File: config.mk
export PLATFORM = sky130hd
export DESIGN_NAME = spike_pair_decoder
export DESIGN_NICKNAME = d
export VERILOG_FILES = /design/src/rtl/spike_pair_decoder.sv
export SDC_FILE = /design/constraint.sdc
export NUM_CORES = 1
export LEC_CHECK = 0
export ABC_AREA = 1
export CAP_MARGIN = 20
export CORE_UTILIZATION = 30
export DETAILED_ROUTE_END_ITERATION = 7
export GPL_TIMING_DRIVEN = 1
export SLEW_MARGIN = 20
export SYNTH_ARGS = -nofsm -noshare
export SYNTH_HDL_FRONTEND = slang
export SYNTH_SLANG_ARGS = --single-unit
File: constraint.sdc
create_clock -name clk -period 2.31 [get_ports clk]
set_input_delay 0.231 -clock clk [delete_from_list [all_inputs] [get_ports clk]]
set_output_delay 0.231 -clock clk [all_outputs]
set_load 0.005 [all_outputs]
File: src/rtl/spike_pair_decoder.sv
// Receive-side decoder for LIF spike pulses: windowed firing rates, pre-neuron
// inter-spike interval, and signed pre/post timing differences for STDP.
module spike_pair_decoder #(
  parameter int WIDTH  = 8,
  parameter int WINDOW = 64,
  parameter int DT_MAX = 100
) (
  input  logic                    clk,
  input  logic                    reset_n,
  input  logic                    pre_spike,
  input  logic                    post_spike,
  input  logic                    clear,
  output logic [WIDTH-1:0]        rate_pre,
  output logic [WIDTH-1:0]        rate_post,
  output logic                    rate_valid,
  output logic [WIDTH-1:0]        isi_pre,
  output logic                    isi_valid,
  output logic signed [WIDTH-1:0] dt,
  output logic                    dt_valid
);

  // state     | meaning
  // IDLE      | no spike held, waiting for either neuron
  // PRE_SEEN  | pre spike held, t = cycles since it, waiting for post
  // POST_SEEN | post spike held, t = cycles since it, waiting for pre
  typedef enum logic [1:0] {IDLE, PRE_SEEN, POST_SEEN} state_t;

  localparam int                WW       = $clog2(WINDOW);
  localparam logic [WW-1:0]     WIN_LAST = WW'(WINDOW - 1);
  localparam logic [WIDTH-1:0]  CNT_MAX  = '1;
  localparam logic [WIDTH-1:0]  T_MAX    = WIDTH'(DT_MAX);
  localparam logic [WIDTH-1:0]  ONE      = WIDTH'(1);

  function automatic logic [WIDTH-1:0] sat_inc(input logic [WIDTH-1:0] v, input logic inc);
    return (inc && (v != CNT_MAX)) ? v + ONE : v;
  endfunction

  logic [WW-1:0]    win_cnt;
  logic [WIDTH-1:0] cnt_pre, cnt_post;
  logic             isi_armed;
  logic [WIDTH-1:0] isi_cnt;
  state_t           state, state_nx;
  logic [WIDTH-1:0] t, t_nx;
  logic             dt_fire;
  logic signed [WIDTH-1:0] dt_nx;

  // The window-end cycle's own spikes are folded into the latched rate so the
  // restarted counters never see them twice.
  always_ff @(posedge clk or negedge reset_n) begin
    if (!reset_n) begin
      win_cnt    <= '0;
      cnt_pre    <= '0;
      cnt_post   <= '0;
      rate_pre   <= '0;
      rate_post  <= '0;
      rate_valid <= 1'b0;
    end else if (clear) begin
      win_cnt    <= '0;
      cnt_pre    <= '0;
      cnt_post   <= '0;
      rate_pre   <= '0;
      rate_post  <= '0;
      rate_valid <= 1'b0;
    end else begin
      rate_valid <= 1'b0;
      if (win_cnt == WIN_LAST) begin
        win_cnt    <= '0;
        rate_pre   <= sat_inc(cnt_pre, pre_spike);
        rate_post  <= sat_inc(cnt_post, post_spike);
        rate_valid <= 1'b1;
        cnt_pre    <= '0;
        cnt_post   <= '0;
      end else begin
        win_cnt  <= win_cnt + 1'b1;
        cnt_pre  <= sat_inc(cnt_pre, pre_spike);
        cnt_post <= sat_inc(cnt_post, post_spike);
      end
    end
  end

  always_ff @(posedge clk or negedge reset_n) begin
    if (!reset_n) begin
      isi_armed <= 1'b0;
      isi_cnt   <= '0;
      isi_pre   <= '0;
      isi_valid <= 1'b0;
    end else if (clear) begin
      isi_armed <= 1'b0;
      isi_cnt   <= '0;
      isi_pre   <= '0;
      isi_valid <= 1'b0;
    end else begin
      isi_valid <= 1'b0;
      if (pre_spike) begin
        isi_armed <= 1'b1;
        isi_cnt   <= ONE;
        if (isi_armed) begin
          isi_pre   <= isi_cnt;
          isi_valid <= 1'b1;
        end
      end else if (isi_armed) begin
        isi_cnt <= sat_inc(isi_cnt, 1'b1);
      end
    end
  end

  always_ff @(posedge clk or negedge reset_n) begin
    if (!reset_n) begin
      state    <= IDLE;
      t        <= '0;
      dt       <= '0;
      dt_valid <= 1'b0;
    end else if (clear) begin
      state    <= IDLE;
      t        <= '0;
      dt       <= '0;
      dt_valid <= 1'b0;
    end else begin
      state    <= state_nx;
      t        <= t_nx;
      dt_valid <= dt_fire;
      if (dt_fire) dt <= dt_nx;
    end
  end

  // A partner arriving on the timeout cycle still pairs; only a silent
  // t==DT_MAX cycle drops the held spike.
  always_comb begin
    state_nx = state;
    t_nx     = t + ONE;
    dt_fire  = 1'b0;
    dt_nx    = '0;
    case (state)
      IDLE: begin
        t_nx = '0;
        if (pre_spike && post_spike) begin
          dt_fire = 1'b1;
        end else if (pre_spike) begin
          state_nx = PRE_SEEN;
          t_nx     = ONE;
        end else if (post_spike) begin
          state_nx = POST_SEEN;
          t_nx     = ONE;
        end
      end
      PRE_SEEN: begin
        if (post_spike) begin
          dt_fire = 1'b1;
          dt_nx   = t;
          if (pre_spike) begin
            t_nx = ONE;
          end else begin
            state_nx = IDLE;
            t_nx     = '0;
          end
        end else if (pre_spike) begin
          t_nx = ONE;
        end else if (t == T_MAX) begin
          state_nx = IDLE;
          t_nx     = '0;
        end
      end
      POST_SEEN: begin
        if (pre_spike) begin
          dt_fire = 1'b1;
          dt_nx   = '0 - t;
          if (post_spike) begin
            t_nx = ONE;
          end else begin
            state_nx = IDLE;
            t_nx     = '0;
          end
        end else if (post_spike) begin
          t_nx = ONE;
        end else if (t == T_MAX) begin
          state_nx = IDLE;
          t_nx     = '0;
        end
      end
      default: begin
        state_nx = IDLE;
        t_nx     = '0;
      end
    endcase
  end

endmodule

After elaboration in Yosys (flattened, before gate mapping):

Index checks and enable logic that the tools add are counted.

* input port bits: 5
* register bits after elaboration: 76
* word-level logic and storage cells: 103

* equal/unequal tests: 11
* multiplexer cells: 59
* add/subtract/negate cells: 6
* reductions and logical operators: 13

Operators with widths (number)
* $mux W8: 27
* $add A8 B1 Y8 const B: 4
* $ne A8 B8 Y1 const B: 3
* $pmux W8 S3: 1
* $mux W2: 11
* $pmux W8 S2: 1
* $mux W1: 15
* $mux W6: 2
* $ne A3 B3 Y1 const B: 3
* $eq A8 B7 Y1 const B: 1
* $reduce_bool A2 Y1: 4
* $sub A1 B8 Y8 const A: 1
* $add A6 B1 Y6 const B: 1
* $eq A6 B6 Y1 const B: 1
* $pmux W2 S3: 1
* $reduce_bool A3 Y1: 2
* $ne A4 B4 Y1 const B: 1
* $reduce_and A2 Y1: 2
* $reduce_and A4 Y1: 1
* $logic_and A1 B1 Y1: 3
* $pmux W1 S3: 1
* $eq A2 B1 Y1 const B: 1
* $eq A2 B2 Y1 const B: 1
* $logic_not A2 Y1: 1

Longest topological paths before layout:

Gate-level depths: netlist of the first run.

* depth in word-level cells: 6
* mapped depth: 11

Worst setup path before layout of the first run:

No wires, ideal clock.

* path type: register -> register
* from: register state[0]
* to: register dt[5]
* setup slack: 0.913 ns
* data arrival time: 1.320 ns
* stages on the path, launching flop included: 10
* library setup time: 0.076 ns
* buffers on the path: 0
* path through: dfrtp_1 inv_1 ha_1 nand2_1 nand2_1 inv_2 nand2_2 a21oi_2 nand2_1 o21ai_1

* cells in the longest elaborated chain, start to end: 4
* elaborated cells on any way between the ends: 8
* those cells by class: 2 x eq/ne; 4 x mux; 2 x reduce/logical

Ends and longest elaborated chain
* start, declared: line 42 `state_t state, state_nx;`
* start signal, assigned: line 119 `state <= state_nx;`
* $eq A2 B2 Y1 / $eq A2 B1 Y1 (equally long branches): line 133 `case (state)`
* $pmux W8 S2: line 133
* $mux W8: line 122 `if (dt_fire) dt <= dt_nx;`
* $mux W8: line 113 `end else if (clear) begin`
* end signal, assigned: line 122
* end, declared: line 18 `output logic signed [WIDTH-1:0] dt,`

Several ways; a longest one is shown, not always the timed one. The select of a mux whose other input is x is not followed.
A chain may end at the register's enable or synchronous reset.

Final worst setup path of the first run:

* from: register state[1]
* to: register dt[5]

The elaborated chain is that of the path after synthesis.

==> results of run 1 <==
[stage by stage]
step,instances,worst slack (ns),area (um2)
3_5_place_dp,740,0.468,4630
4_1_cts,757,0.591,4900
3_3_place_gp,740,0.456,4630
6_report,757,0.617,4900
2_1_floorplan,528,0.913,4050
5_1_grt,757,0.391,4900
[critical path, stage by stage, from the launching register on]
cell	delay, ns
sky130_fd_sc_hd__dfrtp_1	0.44
sky130_fd_sc_hd__inv_1	0.09
sky130_fd_sc_hd__ha_1	0.23
sky130_fd_sc_hd__nand2_2	0.13
sky130_fd_sc_hd__nand2_1	0.09
sky130_fd_sc_hd__inv_2	0.08
sky130_fd_sc_hd__nand2_2	0.07
sky130_fd_sc_hd__a21oi_2	0.33
sky130_fd_sc_hd__nand2_1	0.08
sky130_fd_sc_hd__o21ai_1	0.08
[area by class of cell]
type,count,share of cell area [%]
Sequential cell,76,38.8
Multi-Input combinational cell,380,37.5
Timing Repair Buffer,45,8.88
Clock buffer,14,5.18
Inverter,64,5.00
Tap cell,176,4.49
Clock inverter,2,0.204
[logic make-up after synthesis]
logic type	Yosys count	share of synthesized area (%)
AOI/OAI and AO/OA	50	6.76
xor gates and xnor gates	5	1.08
adders and majority gates	12	3.70
buffers and inverters	72	7.78
DFF	76	46.9
and+or+nand+nor	313	33.8
[routing by layer]
metal	vias up	global-route usage, %	wire, um
met5	-	0	0
met4	0	5.53	158
met3	14	3.91	343
met2	46	21.3	4170
met1	1600	16.5	4160
li1	1757	-	-
[path summary, 6_finish.rpt]
kind / from / slack (ns) / to
min: reset_n / 0.42 / rate_pre[0]
min reg2reg: rate_post[6] / 0.48 / rate_post[6]
max in group asynchronous: reset_n / 1.23 / isi_cnt[3]
max reg2reg: state[1] / 0.62 / dt[5]
max: state[1] / 0.62 / dt[5]
min in group clk: rate_post[6] / 0.48 / rate_post[6]
[Yosys cell counts (5+ instances only)]
master and number:
sky130_fd_sc_hd__a21oi_1 11, sky130_fd_sc_hd__dfrtp_1 76, sky130_fd_sc_hd__ha_1 12, sky130_fd_sc_hd__inv_1 60
sky130_fd_sc_hd__nand2_1 174, sky130_fd_sc_hd__nand2_2 8, sky130_fd_sc_hd__nand3_1 48, sky130_fd_sc_hd__nor2_1 57
sky130_fd_sc_hd__nor3_1 5, sky130_fd_sc_hd__o21ai_0 28, sky130_fd_sc_hd__xor2_1 5
[registers in the layout (all words and copies together) (netlist names)]
signal and flops:
rate_valid 1, cnt_pre 8, isi_armed 1, t 8, dt 8, rate_post 8, dt_valid 1, isi_cnt 8
win_cnt 6, isi_pre 8, cnt_post 8, rate_pre 8, isi_valid 1, state 2
[power by group through the flow]
stage / Clock, W / Combinational (W) / Sequential, W
2_1_floorplan: 0 / 0.000264 / 0.00142
4_1_cts: 0.00131 / 0.000377 / 0.00141
6_report: 0.00127 / 0.000373 / 0.00141
3_5_place_dp: 0 / 0.000373 / 0.00143
5_1_grt: 0.00137 / 0.000424 / 0.00142
3_3_place_gp: 0 / 0.000362 / 0.00143
[timing repair]
item                                   4_1_cts  5_1_grt
resized for setup                            0        0
hold buffers                                 1        0
endpoints found under the hold margin       40        0
==> results.txt, run 1 <==
Clock-pin slew was measured on the worst setup and hold paths at 0.06 ns. The critical path in this run is classified as flop to flop. The number of different library cells in the post-synthesis netlist came out at 32.

The share of the clock period used by the worst path came out at between 70% and 80%. The H-tree depth reported by CTS came out at 3. The area share of the leading cell type in the synthesized netlist is about 47%.

The net switching fraction of the power is between 20% and 30%. The final count of pins violating max slew is 0. After synthesis, flip-flops and latches occupy between 40 and 50% of the total area. The overall routed net length is roughly 8800 um. The worst reg2reg path depth came out at 9. Setup repair after global routing left no endpoint under its margin. The multi-input combinational cell area came out at around 0.0018 mm2. Once detail routing completed, the nets flagged for antenna violations numbered 0. The total number of vias is ~3400. The core outline area came out at between 0.01 and 0.015 mm2.

The post-route worst hold slack came out at 0.417 ns. The final standard cell utilization of the core came out at 37.2%. The synthesized design contains 76 register bits. The DRC violation count after routing came out at 0. The power per standard cell area came out at roughly 620 mW/mm2. The min-delay analysis places its worst path in the category primary input to asynchronous set/reset pin. The number of antenna diodes in the final layout is 0. The final-report hold violation count came out at 0. The count of synthesis-stage warnings from yosys came out at 0. The achievable clock frequency is 591 MHz. The number of buffers inserted to repair setup after CTS came out at 0. In the layout the commonest cells are sky130_fd_sc_hd__nand2_1, sky130_fd_sc_hd__dfrtp_1, sky130_fd_sc_hd__inv_1, sky130_fd_sc_hd__nor2_1, sky130_fd_sc_hd__nand3_1. The number of sinks driven by the clock tree is 76. The DRC violation total after the first TritonRoute iteration came out at 240. The count of final setup violators came out at 0. The internal power component is ~0.0022 W. Of the total power, combinational logic draws between 10% and 20%. The largest clock skew in the final design came out at 0.00742 ns. The register area is ~0.0019 mm2. A synthesized cell averages around 7.7 um2. The fraction of power consumed by sequential logic came out at roughly 46%. The required time at the endpoint of the critical path came out at 2.57 ns. The clock tree from TritonCTS is done. The clock tree root driver cell is sky130_fd_sc_hd__clkbuf_16. In the routed layout, each cell is associated on average with a via count of around 4.5.

The most used flip-flop cell after synthesis is sky130_fd_sc_hd__dfrtp_1. The post-synthesis cell count is 528. The area of the die is roughly 0.014 mm2. The async set or reset register ratio after synthesis came out at 100%. The worst path in the final design needs a cycle of roughly 1.7 ns, including I/O delays and setup. The cell accounting for the most synthesized area is sky130_fd_sc_hd__dfrtp_1. The net switching power is about 0.0008 W. The number of global-route vias before repair came to around 3200. The area growth from synthesis to layout is 21.0%.

The first global-routing pass estimated 14800 um of wire. The width of the die is about 120 um. The pin count of the biggest net entering global routing came out at 43. The total of buffers placed on input and output ports came out at 39. Setup total negative slack on the finished layout was measured at 0 ns. The flow ran to the end, and the final reports show no timing, DRC or antenna violations. The reported max-cap violation count is 0. The transition time of the tightest slew-check pin is 0.538 ns. The routed length per placed instance is between 10 and 15 um.

The net count of the finished layout is 593. The worst pin sits at a relative slew slack of between 60 and 70%. The fill cell total of the finished layout came out at approximately 1300.

The insertion delay of the later-clocked pin in the worst-skew pair is 0.34 ns. Yosys mapped a number of flops with a built-in enable equal to 0. The initialized floorplan defines 42 standard-cell rows.

The standby leakage power is 2.44 nW. In this run the vertical extent of the chip is between 100 and 150 um. The worst setup path is captured at a flop. The critical path data arrival time came out at 1.96 ns. The largest fanout on the critical path came out at 8. For this configuration, the core starts out at a cell density of between 30% and 40%. The number of iterations in the first detailed-routing pass came out at 4. Sorting the synthesized cells by area gives the leading types as sky130_fd_sc_hd__dfrtp_1, sky130_fd_sc_hd__nand2_1, sky130_fd_sc_hd__nand3_1. The number of antenna violations at the first check in global routing came out at 0.

The most common library cell in the layout ignoring fill and taps is sky130_fd_sc_hd__nand2_1. The sum of overflow across all layers after global routing is 0. STA classifies the critical path startpoint as a flop. The post-route netlist has 8.43% of its cells at a drive strength greater than 1. Summing internal, switching and leakage power gives between 0.003 and 0.004 W. TritonCTS created 9 clock buffers.

The global placement routability congestion is ~0.88. No sink is reached through more buffers than the 2 on the longest clock path. The number of top-level pins came out at 40.

The netlist area before placement came out at ~0.004 mm2. The synthesized netlist net count is around 550. Global routing used a little over an eighth of the available tracks across all layers.

The half-perimeter wire length after placement is 6420 um. The largest vdd supply drop is 0.308 mV. The clock network power share came out at 41.6%.
No activity file was read; power rests on OpenSTA's default activity.
==> inputs of run 2 (changes only) <==
==> constraint.sdc (replaced) <==
create_clock -name clk -period 1.7 [get_ports clk]
set_input_delay 0.17 -clock clk [delete_from_list [all_inputs] [get_ports clk]]
set_output_delay 0.17 -clock clk [all_outputs]
set_load 0.005 [all_outputs]
==> results.txt, run 2 (synthesis results as in run 1) <==
The flow ran to the end, and the final reports show no timing, DRC or antenna violations. The overall die height is approximately 120 um. The insertion delay of the later-clocked pin in the worst-skew pair is ~0.34 ns. The number of placed instances, taps included came out at about 760. The area of all placed cells without fillers is around 0.0051 mm2. The multi-input combinational cell area came out at 0.00185 mm2. The share of the clock period used by the worst path is 91.2%. The mean number of vias per cell came out at 4.48. The number of top-level pins came out at 40. The analysis attributes to cell leakage a power of roughly 2.5 nW. The number of global-route vias before repair came out at about 3400.

The number of antenna diodes in the final layout is 0. The overall routed net length came out at around 9000 um. After floorplanning, the core was sized to cover roughly 0.013 mm2. The tool flagged a number of max-cap violations equal to 0. The sum of overflow across all layers after global routing is 0.

The signal on the critical path passes through inv_1, ha_2, nand2_2, nand2_1, inv_2, nand2_2, nand2_2, nor2_4, nand2_1, o21ai_1. The width of the die came out at about 120 um. The power per standard cell area came out at around 880 mW/mm2. The critical path is of the flop to flop type. The register area came out at approximately 0.0019 mm2.

For this run, design rule violations remaining after detail routing come to 0. For the worst setup path, the data required time is roughly 2 ns. The clock tree synthesis step divided the H-tree into 3 levels.

Of all nets on the critical path, the largest fanout is 8. The first global-routing pass estimated about 15000 um of wire. The minimum clock period came out at around 1.6 ns.

The total number of vias is between 3000 and 4000. The share of total power dissipated in combinational logic is around an eighth. The standard cell with the maximum stage delay on the critical path is sky130_fd_sc_hd__dfrtp_2. The filler cells instantiated in the layout total ~1300.

The DRC violation total after the first TritonRoute iteration is about 210. The register-to-register setup slack is 0.15 ns. The cell area after placement is approximately 0.0048 mm2. The number of antenna violations at the first check in global routing came out at 0. The final-report hold violation count was 0. The total routing usage reported by global routing is roughly 14%.

The count of final setup violators came out at 0. The number of buffers created by CTS came out at 9. The clock tree root driver cell is sky130_fd_sc_hd__clkbuf_16. The floorplan step defined a die boundary enclosing 0.0140 mm2. Final hold analysis gives a worst-case slack of about 0.34 ns.

Based on the critical path, the design can be clocked at up to between 600 and 700 MHz. The half-perimeter wire length after placement is 6650 um. The global placement routability congestion came out at 0.880. The net count of the finished layout came out at between 600 and 700. The routed length per placed instance is 11.6 um. Entering global routing, the biggest net connects 39 pins. The design draws roughly 0.0045 W. The finished layout holds between 700 and 800 standard cells, fillers aside. Registers are responsible for between 40% and 50% of the overall power. The maximum clock insertion buffer count came out at 2.

The internal power component came out at 0.00336 W. Once the floorplan was initialized, standard cells occupied between 30% and 40% of the core. The synthesis-to-finish area growth is 26.4%.

The critical path data arrival time came out at 1.82 ns. After clock tree synthesis, the clock-pin slew on the worst setup and hold paths is ~0.060 ns. The cell with the most instances on the worst path is sky130_fd_sc_hd__nand2_2. The number of sinks driven by the clock tree is 76. TritonCTS built the clock tree. In this run the critical register-to-register path is captured at dt[5]. The row count is 42. The type of origin of the critical path is a flop. The first detailed-routing pass took 5 iterations.

For the pin with the worst max-slew slack, the measured transition is 0.512 ns. The final count of pins violating max slew is 0. Clock skew on the completed layout was measured at 0.00458 ns. Of the total power, the share spent switching nets is 25.5%. Leaving out fill and tap cells, the most frequent cells in the layout are sky130_fd_sc_hd__nand2_1, sky130_fd_sc_hd__dfrtp_1, sky130_fd_sc_hd__inv_1, sky130_fd_sc_hd__nor2_1, sky130_fd_sc_hd__nand3_1.

Of the total power, the clock network draws between 40% and 50%. The most common library cell in the layout ignoring fill and taps is sky130_fd_sc_hd__nand2_1. The headroom to the max-slew limit is about two thirds.

The fraction of layout cells with a size suffix above 1 came out at between 10 and 15%. The worst hold path belongs to the class primary input to asynchronous set/reset pin. The analysis attributes to net switching a power of 0.00115 W. The total of buffers placed on input and output ports is 39. The antenna violation net count after detailed routing came out at 0. Setup repair after global routing could not meet its margin everywhere.

The beginning of the worst register-to-register path is state[1]. The worst reg2reg path depth is 10. In this design, the stage delay of the slowest critical-path cell is 0.44 ns. The largest vdd supply drop is around 0.57 mV. The worst setup path is captured at a flop.
[run 2: cell count changes in the layout (fill, tap and decap cells not counted), moves of 2 or more]
cell and delta:
sky130_fd_sc_hd__bufinv_16 +2, sky130_fd_sc_hd__dfrtp_2 +2, sky130_fd_sc_hd__inv_2 +2, sky130_fd_sc_hd__dfrtp_1 -2, sky130_fd_sc_hd__inv_1 -2, sky130_fd_sc_hd__buf_4 +18
[run 2: metal layers]
layer  part of all wire [%]  vias to the layer above  track usage, %
met5                      0                        -               0
met4                    1.5                        0            5.13
met3                    4.1                        9            3.52
met2                     46                       55            22.3
met1                     48                     1617            17.5
li1                       -                     1795               -
[run 2: critical path: cells and delay by family (launching register included)]
family	cells	cell delay, ns
adder cells (fa/ha/maj)	1	0.20
buffers and inverters	2	0.14
AND/OR/NAND/NOR	6	0.60
flip-flops	1	0.44
AO/OA/AOI/OAI	1	0.11
[run 2: final cells by class]
cell class	instances	share of cell area (%)
Clock inverter	4	1.44
Clock buffer	12	4.62
Sequential cell	76	37.2
Timing Repair Buffer	64	11.5
Multi-Input combinational cell	380	36.2
Tap cell	176	4.30
Inverter	64	4.79
[run 2: what timing repair did]
| action | in CTS | in global routing |
|---|---|---|
| resized for setup | 0 | 8 |
| setup buffers | 0 | 0 |
| setup endpoints to repair | 0 | 9 |
| hold endpoints to repair | 35 | 0 |
| hold buffers | 1 | 0 |
[run 2: worst max path at each step]
stage	startpoint	cells past startpoint	endpoint
2_1_floorplan	state[0]	9	dt[5]
3_3_place_gp	post_spike	8	state[1]
3_5_place_dp	post_spike	8	state[0]
4_1_cts	state[0]	9	dt[3]
5_1_grt	state[1]	10	dt[0]
6_report	state[1]	10	dt[5]
[run 2: stage by stage]
stage	utilization (%)	TNS (ns)	setup slack (ns)
2_1_floorplan	-	0	0.303
3_3_place_gp	36.3	0	0.00985
3_5_place_dp	36.3	-0.115	-0.0557
4_1_cts	38.7	0	0.0878
5_1_grt	38.8	-0.00236	-0.00236
6_report	38.8	0	0.149
[run 2: power by group through the flow]
| stage | combinational (W) | sequential [W] | clock [W] |
|---|---|---|---|
| after floorplan | 0.000358 | 0.00193 | 0 |
| after global placement | 0.000540 | 0.00194 | 0 |
| after detailed placement | 0.000556 | 0.00195 | 0 |
| after CTS | 0.000559 | 0.00191 | 0.00206 |
| after global routing | 0.000644 | 0.00192 | 0.00213 |
| final | 0.000564 | 0.00192 | 0.00203 |
